$ cat src/rtl/rx_mod.sv
// rx_mod: UART 8N1 receiver (LSB first, idle-high line) oversampled by bclk.
//
// Each bit is sampled at its centre. The received byte is held in dout until
// the consumer acknowledges it. Framing errors and dropped frames are flagged.
//
// Parameters
//   OVS        bclk cycles per bit; must be even and >= 4
//
// Ports
//   bclk       in   oversampling clock (OVS x baud); all logic on posedge
//   rst        in   asynchronous, active-high reset
//   rxd        in   serial line, asynchronous to bclk
//   rx_ack     in   consumer has taken dout (single-cycle pulse or level)
//   dout       out  received byte; stable while rx_rdy=1
//   rx_rdy     out  byte valid in dout; held until rx_ack
//   frame_err  out  byte in dout had stop bit = 0; qualified by rx_rdy
//   overrun    out  sticky: a complete frame was dropped while rx_rdy=1
//   state_o    out  current receiver state, for debug and checkers
//
// Handshake: a byte is transferred when rx_rdy=1 and rx_ack=1 on the same
// posedge. The receiver never waits for the consumer. A byte that completes
// while rx_rdy=1 and no ack is present is dropped and sets overrun.
module rx_mod #(
    parameter int OVS = 16
) (
    input  logic       bclk,
    input  logic       rst,
    input  logic       rxd,
    input  logic       rx_ack,
    output logic [7:0] dout,
    output logic       rx_rdy,
    output logic       frame_err,
    output logic       overrun,
    output logic [2:0] state_o
);

    localparam int CW = $clog2(OVS);
    localparam logic [CW-1:0] CNT_LAST = CW'(OVS - 1);
    localparam logic [CW-1:0] CNT_HALF = CW'(OVS / 2 - 1);

    typedef enum logic [2:0] {
        S_IDLE  = 3'd0,
        S_START = 3'd1,
        S_DATA  = 3'd2,
        S_STOP  = 3'd3,
        S_BRK   = 3'd4   // stop bit sampled low; wait for the line to go high
    } state_t;

    // Input synchronizer and edge-detect delay.
    logic       sync1_q, rxs_q, rxs_d_q;

    // vld_q tracks how far real line data has travelled into the
    // synchronizer since reset. armed_q is set once rxs has really been
    // high. Without it, the reset value 1 followed by a line held low
    // would look like a falling edge.
    logic [1:0] vld_q;
    logic       armed_q;

    state_t          state_q, state_d;
    logic [CW-1:0]   cnt_q, cnt_d;
    logic [2:0]      bit_idx_q, bit_idx_d;
    logic [7:0]      rsr_q, rsr_d;
    logic [7:0]      dout_q, dout_d;
    logic            rdy_q, rdy_d;
    logic            fe_q, fe_d;
    logic            ovr_q, ovr_d;
    logic            done;

    always_ff @(posedge bclk or posedge rst) begin
        if (rst) begin
            sync1_q <= 1'b1;
            rxs_q   <= 1'b1;
            rxs_d_q <= 1'b1;
            vld_q   <= 2'b00;
            armed_q <= 1'b0;
        end else begin
            sync1_q <= rxd;
            rxs_q   <= sync1_q;
            rxs_d_q <= rxs_q;
            vld_q   <= {vld_q[0], 1'b1};
            armed_q <= armed_q | (vld_q[1] & rxs_q);
        end
    end

    always_ff @(posedge bclk or posedge rst) begin
        if (rst) begin
            state_q   <= S_IDLE;
            cnt_q     <= '0;
            bit_idx_q <= '0;
            rsr_q     <= '0;
            dout_q    <= '0;
            rdy_q     <= 1'b0;
            fe_q      <= 1'b0;
            ovr_q     <= 1'b0;
        end else begin
            state_q   <= state_d;
            cnt_q     <= cnt_d;
            bit_idx_q <= bit_idx_d;
            rsr_q     <= rsr_d;
            dout_q    <= dout_d;
            rdy_q     <= rdy_d;
            fe_q      <= fe_d;
            ovr_q     <= ovr_d;
        end
    end

    always_comb begin
        state_d   = state_q;
        cnt_d     = cnt_q + 1'b1;
        bit_idx_d = bit_idx_q;
        rsr_d     = rsr_q;
        dout_d    = dout_q;
        rdy_d     = rdy_q;
        fe_d      = fe_q;
        ovr_d     = ovr_q;
        done      = 1'b0;

        case (state_q)
            S_IDLE: begin
                cnt_d = '0;
                if (armed_q && rxs_d_q && !rxs_q) begin
                    state_d = S_START;
                end
            end
            S_START: begin
                // Mid-start-bit check: a line back high here was a glitch.
                if (cnt_q == CNT_HALF) begin
                    cnt_d = '0;
                    if (rxs_q) begin
                        state_d = S_IDLE;
                    end else begin
                        bit_idx_d = '0;
                        state_d   = S_DATA;
                    end
                end
            end
            S_DATA: begin
                if (cnt_q == CNT_LAST) begin
                    cnt_d = '0;
                    rsr_d = {rxs_q, rsr_q[7:1]};
                    if (bit_idx_q == 3'd7) begin
                        state_d = S_STOP;
                    end else begin
                        bit_idx_d = bit_idx_q + 1'b1;
                    end
                end
            end
            S_STOP: begin
                if (cnt_q == CNT_LAST) begin
                    cnt_d   = '0;
                    done    = 1'b1;
                    state_d = rxs_q ? S_IDLE : S_BRK;
                end
            end
            S_BRK: begin
                cnt_d = '0;
                if (rxs_q) begin
                    state_d = S_IDLE;
                end
            end
            default: begin
                cnt_d   = '0;
                state_d = S_IDLE;
            end
        endcase

        // A completing byte takes priority over a same-cycle ack.
        if (done) begin
            if (!rdy_q || rx_ack) begin
                dout_d = rsr_q;
                fe_d   = ~rxs_q;
                rdy_d  = 1'b1;
            end else begin
                ovr_d = 1'b1;
            end
        end else if (rx_ack && rdy_q) begin
            rdy_d = 1'b0;
            fe_d  = 1'b0;
            ovr_d = 1'b0;
        end
    end

    assign dout      = dout_q;
    assign rx_rdy    = rdy_q;
    assign frame_err = fe_q;
    assign overrun   = ovr_q;
    assign state_o   = state_q;

endmodule

$ cat config.mk
export PLATFORM = sky130hd
export DESIGN_NAME = rx_mod
export DESIGN_NICKNAME = d
export VERILOG_FILES = /design/src/rtl/rx_mod.sv
export SDC_FILE = /design/constraint.sdc
export NUM_CORES = 1
export LEC_CHECK = 0
export CORE_ASPECT_RATIO = 0.8
export CORE_UTILIZATION = 38
export DETAILED_ROUTE_END_ITERATION = 6
export DONT_BUFFER_PORTS = 1
export HOLD_SLACK_MARGIN = 0.1
export SYNTH_ARGS = -nofsm -noshare
export SYNTH_HDL_FRONTEND = slang
export SYNTH_SLANG_ARGS = --single-unit
$ cat constraint.sdc
create_clock -name bclk -period 2.1 [get_ports bclk]
set_clock_uncertainty 0.05 [all_clocks]
set_input_delay 0.525 -clock bclk [delete_from_list [all_inputs] [get_ports bclk]]
set_output_delay 0.525 -clock bclk [all_outputs]
set_load 0.1 [all_outputs]
# ---- Yosys cells after proc, flatten, opt, wreduce, memory -nomap -nowiden
# Index checks and enable logic that the tools add are counted.
dict set report totals {
  wordCells 77
  rom_bits 0
  latch_bits 0
  ram_bits 0
  output_inout_bits 14
  ff_bits 35
  n_memories 0
}
dict set report op_classes {
  div 0
  multipliers 0
  n_eq_ne 17
  mux 26
  n_lt_le_gt_ge 0
  add_sub_neg 2
  n_reduce_logical 16
  n_shift 0
  bitwise_logic 3
}
# op count
set ops {}
lappend ops {{$mux 3} 11}
lappend ops {{$ne 2x2->1 const B} 9}
lappend ops {{$pmux 3 s5} 1}
lappend ops {{$mux 1} 9}
lappend ops {{$mux 4} 2}
lappend ops {{$pmux 4 s2} 1}
lappend ops {{$reduce_and 2->1} 4}
lappend ops {{$eq 3x2->1 const B} 2}
lappend ops {{$eq 3x3->1 const B} 2}
lappend ops {{$pmux 3 s2} 1}
lappend ops {{$reduce_and 6->1} 1}
lappend ops {{$reduce_and 5->1} 1}
lappend ops {{$add 4x1->4 const B} 1}
lappend ops {{$eq 4x3->1 const B} 1}
lappend ops {{$eq 4x4->1 const B} 1}
lappend ops {{$reduce_bool 2->1} 2}
lappend ops {{$add 3x1->3 const B} 1}
lappend ops {{$eq 3x1->1 const B} 1}
lappend ops {{$logic_and 1x1->1} 3}
lappend ops {{$logic_not 3->1} 1}
lappend ops {{$logic_not 1->1} 2}
lappend ops {{$mux 2} 1}
lappend ops {{$ne 2x1->1 const B} 1}
lappend ops {{$reduce_or 2->1} 1}
lappend ops {{4 further kinds} 4}

# ---- Longest topological paths before layout
# Gate-level depths: netlist of the first run.
dict set report depth {
  depth_word 5
  ltp_mapped 5
  ltp_nobuf 5
}

# ---- Least setup slack after synthesis of the first run
# OpenSTA, ideal clock, no wires.
dict set report synth_path {
  path_kind {reg-to-reg}
  start {reg state_q[1], in the netlist state_o[1]}
  end {reg rsr_q[0]}
  required_ps 1925
  stages_incl_launch_ff 5
  n_path_buf 1
  arrival_ps 2123
  path_slack_ps -197
  setup_ps 125
  path_cell_list {dfrtp_1 > buf_4 > or3b_4 > nor2_4 > mux2_2}
}
dict set report synth_between {
  elab_chain_len 2
}
# element line
set synth_lines {}
lappend synth_lines {{start: declaration} 59} ;# state_t state_q, state_d;
lappend synth_lines {{start signal: assignment} 96} ;# state_q <= state_d;
lappend synth_lines {{$eq 3x2->1} 118} ;# case (state_q)
lappend synth_lines {{$reduce_and 2->1 (no line)} --}
lappend synth_lines {{end signal: assignment} 99} ;# rsr_q <= rsr_d;
lappend synth_lines {{end: declaration} 62} ;# logic [7:0] rsr_q, rsr_d;
# Every way passes these cells.
# A chain may end at the register's enable or synchronous reset.

# ---- Worst setup path after layout of the first run
dict set report layout_path {
  start {reg cnt_q[0]}
  end {reg dout_q[5], in the netlist dout[5]}
}
dict set report layout_between {
  elab_chain_len 4
}
# element line
set layout_lines {}
lappend layout_lines {{start: declaration} 60} ;# logic [CW-1:0] cnt_q, cnt_d;
lappend layout_lines {{start signal: assignment} 97} ;# cnt_q <= cnt_d;
lappend layout_lines {{$eq 4x4->1} 149} ;# if (cnt_q == CNT_LAST) begin
lappend layout_lines {{$mux 1} 149}
lappend layout_lines {{$mux 1} 118}
lappend layout_lines {{$reduce_and 2->1 (no line)} --}
lappend layout_lines {{end signal: assignment} 100} ;# dout_q <= dout_d;
lappend layout_lines {{end: declaration} 63} ;# logic [7:0] dout_q, dout_d;
# Every way passes these cells.

==> impl_metrics.csv, run 1 <==
group,metric,value,unit
routing,vias_per_cell,4.69,
critical_path,setup.worst_path.start_class,"flip-flop",
clock_network,ctsResizeCount,0,
clock_network,clkLatencyLatePin,280,ps
critical_path,regToRegStartpoint,"cnt_q[0]",
run_status,status,"finished clean",
routing,via_count,811,
critical_path,ff2ff_setup_slack,280,ps
critical_path,cp-end-kind,"flip-flop",
die,core,3590,sq um
critical_path,setup.worst_path.end,"dout[5]",
place,globalplace.congestion,0.757,
sta,drv_slew,0,
global_routing,grt-ovfl-total,0,
clock_network,cts-buffers-inserted,5,
synth,synthDistinctLibCells,38,
finish,design_area,1670,sq um
synth,ys_ff_latch,35,
global_routing,antenna_found_initial,0,
routing,drt_iter0_drc,59,
critical_path,crit_arrival,1920,ps
synth,synth_area_per_cell,13.5,sq um
critical_path,cp_max_fo,8,
global_routing,grt_max_degree,36,
synth,yosysSeqAreaShare,0.591,
finish,num-nets-final,127,
die,initial_utilization,0.415,
global_routing,grt_pass1_wl,4.24,mm
sta,fin_tns_setup,0,ps
critical_path,cpLargestDelayFamily,"simple AND/OR/NAND/NOR gates",
place,port_buffers,0,
critical_path,max_stage_delay,430,ps
finish,final_common_cell,"dfrtp_1",
synth,synth_fp_nets,117,
clock_network,h-tree-depth,2,
die,num_rows,19,
routing,finalWirelength,2.38,mm
sta,worst-slew-pin-transition,915,ps
critical_path,crit_cells,4,
place,place_inst,165,
critical_path,setup.worst_path.class,"reg -> reg",
flow_run,maxCapViolCount,0,
synth,synth_top_area_cell,"dfrtp_1",
sta,hold_viol,0,
routing,postRouteAntennaNets,0,
synth,syn-cell-area,1490,sq um
power_and_ir_drop,cellPowerDensity,1140,nW/um^2
clock_network,clock-sinks,35,
routing,wl_per_cell,13.7,microns
sta,finalCriticalPeriod,1820,ps
clock_network,cts_setup_buffers,0,
power_and_ir_drop,power,1.91,mW
critical_path,reg2reg_depth,4,
hold_path,min_path_type,"in -> async",
die,dieArea,4170,sq um
sta,fmax,551,MHz
finish,final_cell_count_no_fill,173,
synth,synth_top_area_frac,0.538,
global_routing,grt_pass1_vias,900,
synth,ys_top_cells_by_area,"dfrtp_1, mux2_2, dfstp_2",
finish,diodes,0,
critical_path,crit_start,"cnt_q[0]",
routing,firstDrtPassIters,4,
finish,final_cell_mix,"dfrtp_1, mux2_2, nor2_1, clkbuf_8",
die,fp.dieH,58.0,microns
sta,relSlewSlack,0.390,
sta,setup_viol,0,
critical_path,r2r-end,"dout[5]",
critical_path,critPathSlowestCell,"nor3_4",
synth,synthCells,110,
critical_path,critical_path_buf_inv_count,0,
critical_path,crit_required,2210,ps
die,ios,18,
power_and_ir_drop,p_leak,0.785,nW
finish,syn_to_final_growth,12.4,%
sta,rsz0062_at_grt,"false",
routing,drcViolationCount,0,
clock_network,clk_pin_slew_worst_paths,70,ps
global_routing,grt.total_usage,0.140,
place,hpwl,1.67,mm
power_and_ir_drop,ir_drop,0.663,mV
die,die_x,72.0,microns
critical_path,worstPathCellList,"ha_1 -> nand3_4 -> nor3_4 -> mux2_2",
synth,yosys_warnings,0,
place,placed_cell_area,1580,sq um
clock_network,cts_buffer_depth,2,
finish,drive_gt1_frac,0.331,
clock_network,ctsHoldBuffers,0,
clock_network,cts-root-buf,"clkbuf_8",
clock_network,cts_tree,"built",
sta,final.period_utilization,0.865,
==> area by class of cell <==
| type | instances | area, sq um |
|---|---|---|
| Multi-Input combinational cell | 68 | 578 |
| Clock inverter | 1 | 5.00 |
| Timing Repair Buffer | 5 | 37.5 |
| Fill cell | 342 | 1920 |
| Tap cell | 52 | 65.1 |
| Sequential cell | 35 | 882 |
| Clock buffer | 7 | 86.3 |
| Inverter | 5 | 18.8 |
==> cell usage after synthesis (all sizes together) <==
master,instances
dfrtp,32
mux2,17
nor2,7
inv,5
nand2,5
nor3b,4
dfstp,3
ha,3
nor3,3
a21oi,2
a311o,2
buf,2
mux2i,2
nand3,2
or2,2
xnor2,2
a211o,1
a211oi,1
a21boi,1
a21o,1
a221oi,1
a31oi,1
and2,1
and3,1
and3b,1
conb,1
nand2b,1
nand3b,1
nor2b,1
nor4,1
o211ai,1
or3b,1
xor2,1
==> stage by stage <==
| step | hold slack, ps | utilization | worst slack [ps] |
|---|---|---|---|
| finish | 176 | 0.466 | 284 |
| global route | 161 | 0.466 | 179 |
| CTS | 178 | 0.466 | 274 |
| detailed placement | 296 | 0.441 | 292 |
| global placement | 282 | 0.441 | 340 |
| floorplan | 281 | - | 5.96 |
==> layer usage <==
layer,global-route usage,up-vias,share of wire
met5,0,-,0
met4,0.0588,0,0.0055
met3,0.0713,2,0.033
met2,0.198,13,0.47
met1,0.182,395,0.49
li1,-,401,-
==> kinds of logic after synthesis <==
logic type	synth area share
buf+inv	0.0210
flops	0.591
simple gates	0.145
mux	0.142
xor+xnor	0.0177
other cells	0.00252
fa+ha+maj	0.0252
compound gates	0.0563
==> report_power, final <==
part | switching, mW | internal, mW | leakage (nW)
sequential | 0.174 | 0.755 | 0.452
clock | 0.219 | 0.264 | 0.0482
combinational | 0.321 | 0.175 | 0.285
total | 0.714 | 1.19 | 0.785
==> flip-flops by register name (all words and copies together) (netlist names) <==
register / cells
dout: 8
rsr_q: 8
cnt_q: 4
bit_idx_q: 3
state_o: 3
vld_q: 2
armed_q: 1
frame_err: 1
overrun: 1
rx_rdy: 1
rxs_d_q: 1
rxs_q: 1
sync1_q: 1
==> worst min path at each step <==
stage               end  slack [ps]  startpoint  cells past startpoint
6_report        dout[4]         180         rst                      2
5_1_grt         sync1_q         160         rxd                      0
4_1_cts        rsr_q[3]         180         rst                      2
3_5_place_dp   vld_q[1]         300    vld_q[0]                      0
3_3_place_gp   vld_q[1]         280    vld_q[0]                      0
2_1_floorplan  vld_q[1]         280    vld_q[0]                      0
Power figures use the tool's default switching activity.
==> inputs of run 2 (changes only) <==
TNS_END_PERCENT = 10   (was not set)
clock period = 1.91 ns   (was 2.1 ns; I/O delays follow)
==> impl_metrics.csv, run 2 (same netlist as run 1, synthesis figures left out) <==
group,metric,value,unit
finish,final_cell_mix,"dfrtp_1, mux2_2, buf_4",
power_and_ir_drop,p_leak,0.797,nW
routing,via_count,851,
routing,postRouteAntennaNets,0,
critical_path,r2r-end,"bit_idx_q[0]",
place,placed_cell_area,1600,sq um
critical_path,setup.worst_path.class,"reg -> out",
sta,hold_viol,0,
sta,setup_viol,0,
place,port_buffers,0,
clock_network,clock-sinks,35,
routing,vias_per_cell,4.84,
place,hpwl,1.63,mm
place,place_inst,167,
die,core,3590,sq um
critical_path,cp-end-kind,"primary output",
global_routing,grt.total_usage,0.133,
die,fp.dieH,58.0,microns
critical_path,ff2ff_setup_slack,210,ps
power_and_ir_drop,power,2.08,mW
critical_path,cp_max_fo,2,
sta,rsz0062_at_grt,"false",
sta,fmax,572,MHz
sta,final.period_utilization,0.915,
global_routing,use_met2,0.194,
finish,final_cell_count_no_fill,176,
die,num_rows,19,
global_routing,grtUsageMet3,0.0487,
power_and_ir_drop,cellPowerDensity,1220,nW/um^2
clock_network,ctsHoldBuffers,0,
critical_path,crit_required,1380,ps
finish,syn_to_final_growth,14.1,%
finish,design_area,1700,sq um
global_routing,grt_max_degree,36,
power_and_ir_drop,ir_drop,0.688,mV
critical_path,crit_start,"dout[0]",
die,ios,18,
sta,fin_tns_setup,0,ps
routing,firstDrtPassIters,4,
sta,relSlewSlack,0.397,
critical_path,crit_cells,0,
clock_network,cts-root-buf,"clkbuf_8",
sta,finalCriticalPeriod,1750,ps
clock_network,h-tree-depth,2,
global_routing,grt_pass1_vias,889,
clock_network,clk_pin_slew_worst_paths,70,ps
finish,diodes,0,
global_routing,grt_busiest_layer,"met2",
routing,drt_iter0_drc,19,
global_routing,antenna_found_initial,0,
critical_path,crit_arrival,1220,ps
sta,worst-slew-pin-transition,904,ps
hold_path,min_path_type,"in -> async",
routing,finalWirelength,2.36,mm
critical_path,setup.worst_path.end,"dout[0]",
place,globalplace.congestion,0.784,
clock_network,cts-buffers-inserted,5,
finish,post-route-util,0.473,
die,initial_utilization,0.415,
global_routing,grt_pass1_wl,4.04,mm
critical_path,regToRegStartpoint,"bit_idx_q[0]",
global_routing,grt-ovfl-total,0,
finish,num-nets-final,130,
clock_network,cts_tree,"built",
die,dieArea,4170,sq um
die,die_x,72.0,microns
flow_run,maxCapViolCount,0,
finish,drive_gt1_frac,0.347,
global_routing,use_met1,0.171,
sta,drv_slew,0,
routing,wl_per_cell,13.4,microns
clock_network,clkLatencyLatePin,280,ps
critical_path,setup.worst_path.start_class,"flip-flop",
finish,final_common_cell,"dfrtp_1",
clock_network,cts_buffer_depth,2,
run_status,status,"finished clean",
routing,drcViolationCount,0,
critical_path,reg2reg_depth,5,
## run 2: metrics by stage
stage / hold slack [ps] / setup WS [ps]
2_1_floorplan: 281 / -99.5
3_3_place_gp: 285 / 148
3_5_place_dp: 285 / 87.3
4_1_cts: 131 / 74.8
5_1_grt: 122 / 96.5
6_report: 124 / 162
## run 2: timing repair
item,4_1_cts,5_1_grt
resized for setup,0,0
setup buffers,0,1
setup endpoints to repair,0,8
## run 2: worst min path at each step
stage | cells after the start | slack (ps) | endpoint
global route | 0 | 120 | sync1_q
finish | 2 | 120 | dout[1]
global placement | 0 | 280 | vld_q[1]
detailed placement | 0 | 280 | vld_q[1]
CTS | 2 | 130 | dout[1]
floorplan | 0 | 280 | vld_q[1]
## run 2: layout make-up
type / count / area, sq um
clock buffer: 7 / 76.3
clock inverter: 1 / 5.00
fill: 334 / 1890
inverter: 5 / 18.8
multi-input combinational: 68 / 578
sequential: 35 / 883
tap: 52 / 65.1
timing repair buffer: 8 / 72.6
## run 2: where the power goes
part           internal [mW]  switching, mW  total, mW  leakage, nW
Combinational          0.206          0.419      0.625        0.303
Sequential             0.834          0.121      0.955        0.451
Clock                  0.255          0.244      0.499       0.0422
## run 2: metal layers
metal	share of wire	up-vias	wire (microns)
li1	-	411	-
met1	0.49	411	1150
met2	0.44	22	1030
met3	0.053	7	125
met4	0.022	0	53
met5	0	-	0
==> inputs of run 3 (changes only) <==
CELL_PAD_IN_SITES_DETAIL_PLACEMENT = 1   (was not set)
CELL_PAD_IN_SITES_GLOBAL_PLACEMENT = 1   (was not set)
CORE_MARGIN = 3   (was not set)
PLACE_DENSITY_LB_ADDON = 0.1   (was not set)
==> impl_metrics.csv, run 3 (same netlist as run 1, synthesis figures left out) <==
group,metric,value,unit
global_routing,antenna_found_initial,0,
routing,postRouteAntennaNets,0,
routing,finalWirelength,2.67,mm
power_and_ir_drop,power,2.29,mW
hold_path,min_path_type,"in -> async",
die,fp.dieH,62.0,microns
routing,drcViolationCount,0,
place,hpwl,1.92,mm
sta,fin_tns_setup,0,ps
critical_path,setup.worst_path.start_class,"flip-flop",
power_and_ir_drop,ir_drop,0.586,mV
clock_network,ctsHoldBuffers,0,
flow_run,maxCapViolCount,0,
sta,relSlewSlack,0.397,
clock_network,h-tree-depth,2,
finish,final_cell_mix,"dfrtp_1, mux2_2, buf_4",
routing,via_count,902,
clock_network,cts_tree,"built",
routing,firstDrtPassIters,2,
sta,worst-slew-pin-transition,904,ps
finish,num-nets-final,132,
clock_network,cts-buffers-inserted,5,
finish,drive_gt1_frac,0.373,
run_status,status,"finished clean",
power_and_ir_drop,p_leak,0.825,nW
global_routing,grt_max_degree,36,
clock_network,clkLatencyLatePin,280,ps
sta,drv_slew,0,
routing,wl_per_cell,15.0,microns
critical_path,setup.worst_path.class,"reg -> out",
critical_path,cp_max_fo,2,
sta,final.period_utilization,0.915,
die,initial_utilization,0.415,
place,globalplace.congestion,0.702,
sta,timing.final.ws_setup,163,ps
place,port_buffers,0,
critical_path,crit_arrival,1220,ps
sta,hold_viol,0,
die,ios,18,
clock_network,clk_pin_slew_worst_paths,70,ps
finish,final_common_cell,"dfrtp_1",
sta,finalCriticalPeriod,1750,ps
place,place_inst,169,
finish,diodes,0,
critical_path,crit_required,1380,ps
finish,final_cell_count_no_fill,178,
critical_path,cp-end-kind,"primary output",
die,num_rows,19,
global_routing,grt_pass1_wl,4.55,mm
power_and_ir_drop,cellPowerDensity,1310,nW/um^2
critical_path,regToRegStartpoint,"state_o[2]",
global_routing,grt_pass1_vias,933,
clock_network,cts_buffer_depth,2,
clock_network,clock-sinks,35,
sta,rsz0062_at_grt,"false",
global_routing,grt-ovfl-total,0,
routing,vias_per_cell,5.07,
finish,post-route-util,0.488,
place,dp_slack,57.4,ps
routing,drt_iter0_drc,14,
die,die_x,76.0,microns
critical_path,crit_start,"dout[6]",
clock_network,cts-root-buf,"clkbuf_8",
die,dieArea,4710,sq um
global_routing,grt.total_usage,0.128,
sta,fmax,572,MHz
finish,syn_to_final_growth,17.6,%
sta,setup_viol,0,
die,core,3590,sq um
finish,fillers,385,
clock_network,ctsResizeCount,0,
[run 3: cell type report]
cell class              count  area [sq um]  area share
flip-flops and latches     35           883       0.505
multi-input cells          68           578       0.330
repair buffers             10          87.6      0.0500
clock buffers               6          82.6      0.0472
well taps                  52          65.1      0.0372
clock inverters             2          35.0      0.0200
inverters                   5          18.8      0.0107
[run 3: layer usage]
metal,vias up,wire [microns],track usage
met3,5,112,0.0389
li1,416,-,-
met1,463,1240,0.161
met2,18,1270,0.207
met4,0,43,0.0698
met5,-,0,0
[run 3: final timing paths]
path	to	slack, ps	depth (start not counted)
worst max-delay path	dout[6]	160	0
worst min-delay path	dout[0]	130	2
worst max register to register	rsr_q[2]	210	3
worst min register to register	vld_q[1]	310	0
max in group asynchronous	sync1_q	1340	2
min in group bclk	sync1_q	140	0
[run 3: metrics by stage]
stage	instance area, sq um	hold slack [ps]
final	1750	130
after global placement	1610	283
after CTS	1730	127
after floorplan	1490	281
after detailed placement	1610	300
after global routing	1750	119
[run 3: power by group]
group / switching [mW] / leakage, nW / total, mW / internal [mW]
combinational: 0.449 / 0.313 / 0.672 / 0.223
clock: 0.260 / 0.0612 / 0.682 / 0.422
sequential: 0.0968 / 0.451 / 0.931 / 0.834
[run 3: what timing repair did]
item	4_1_cts	5_1_grt
setup endpoints to repair	0	8
setup buffers	0	1
endpoints found under the hold margin	0	0
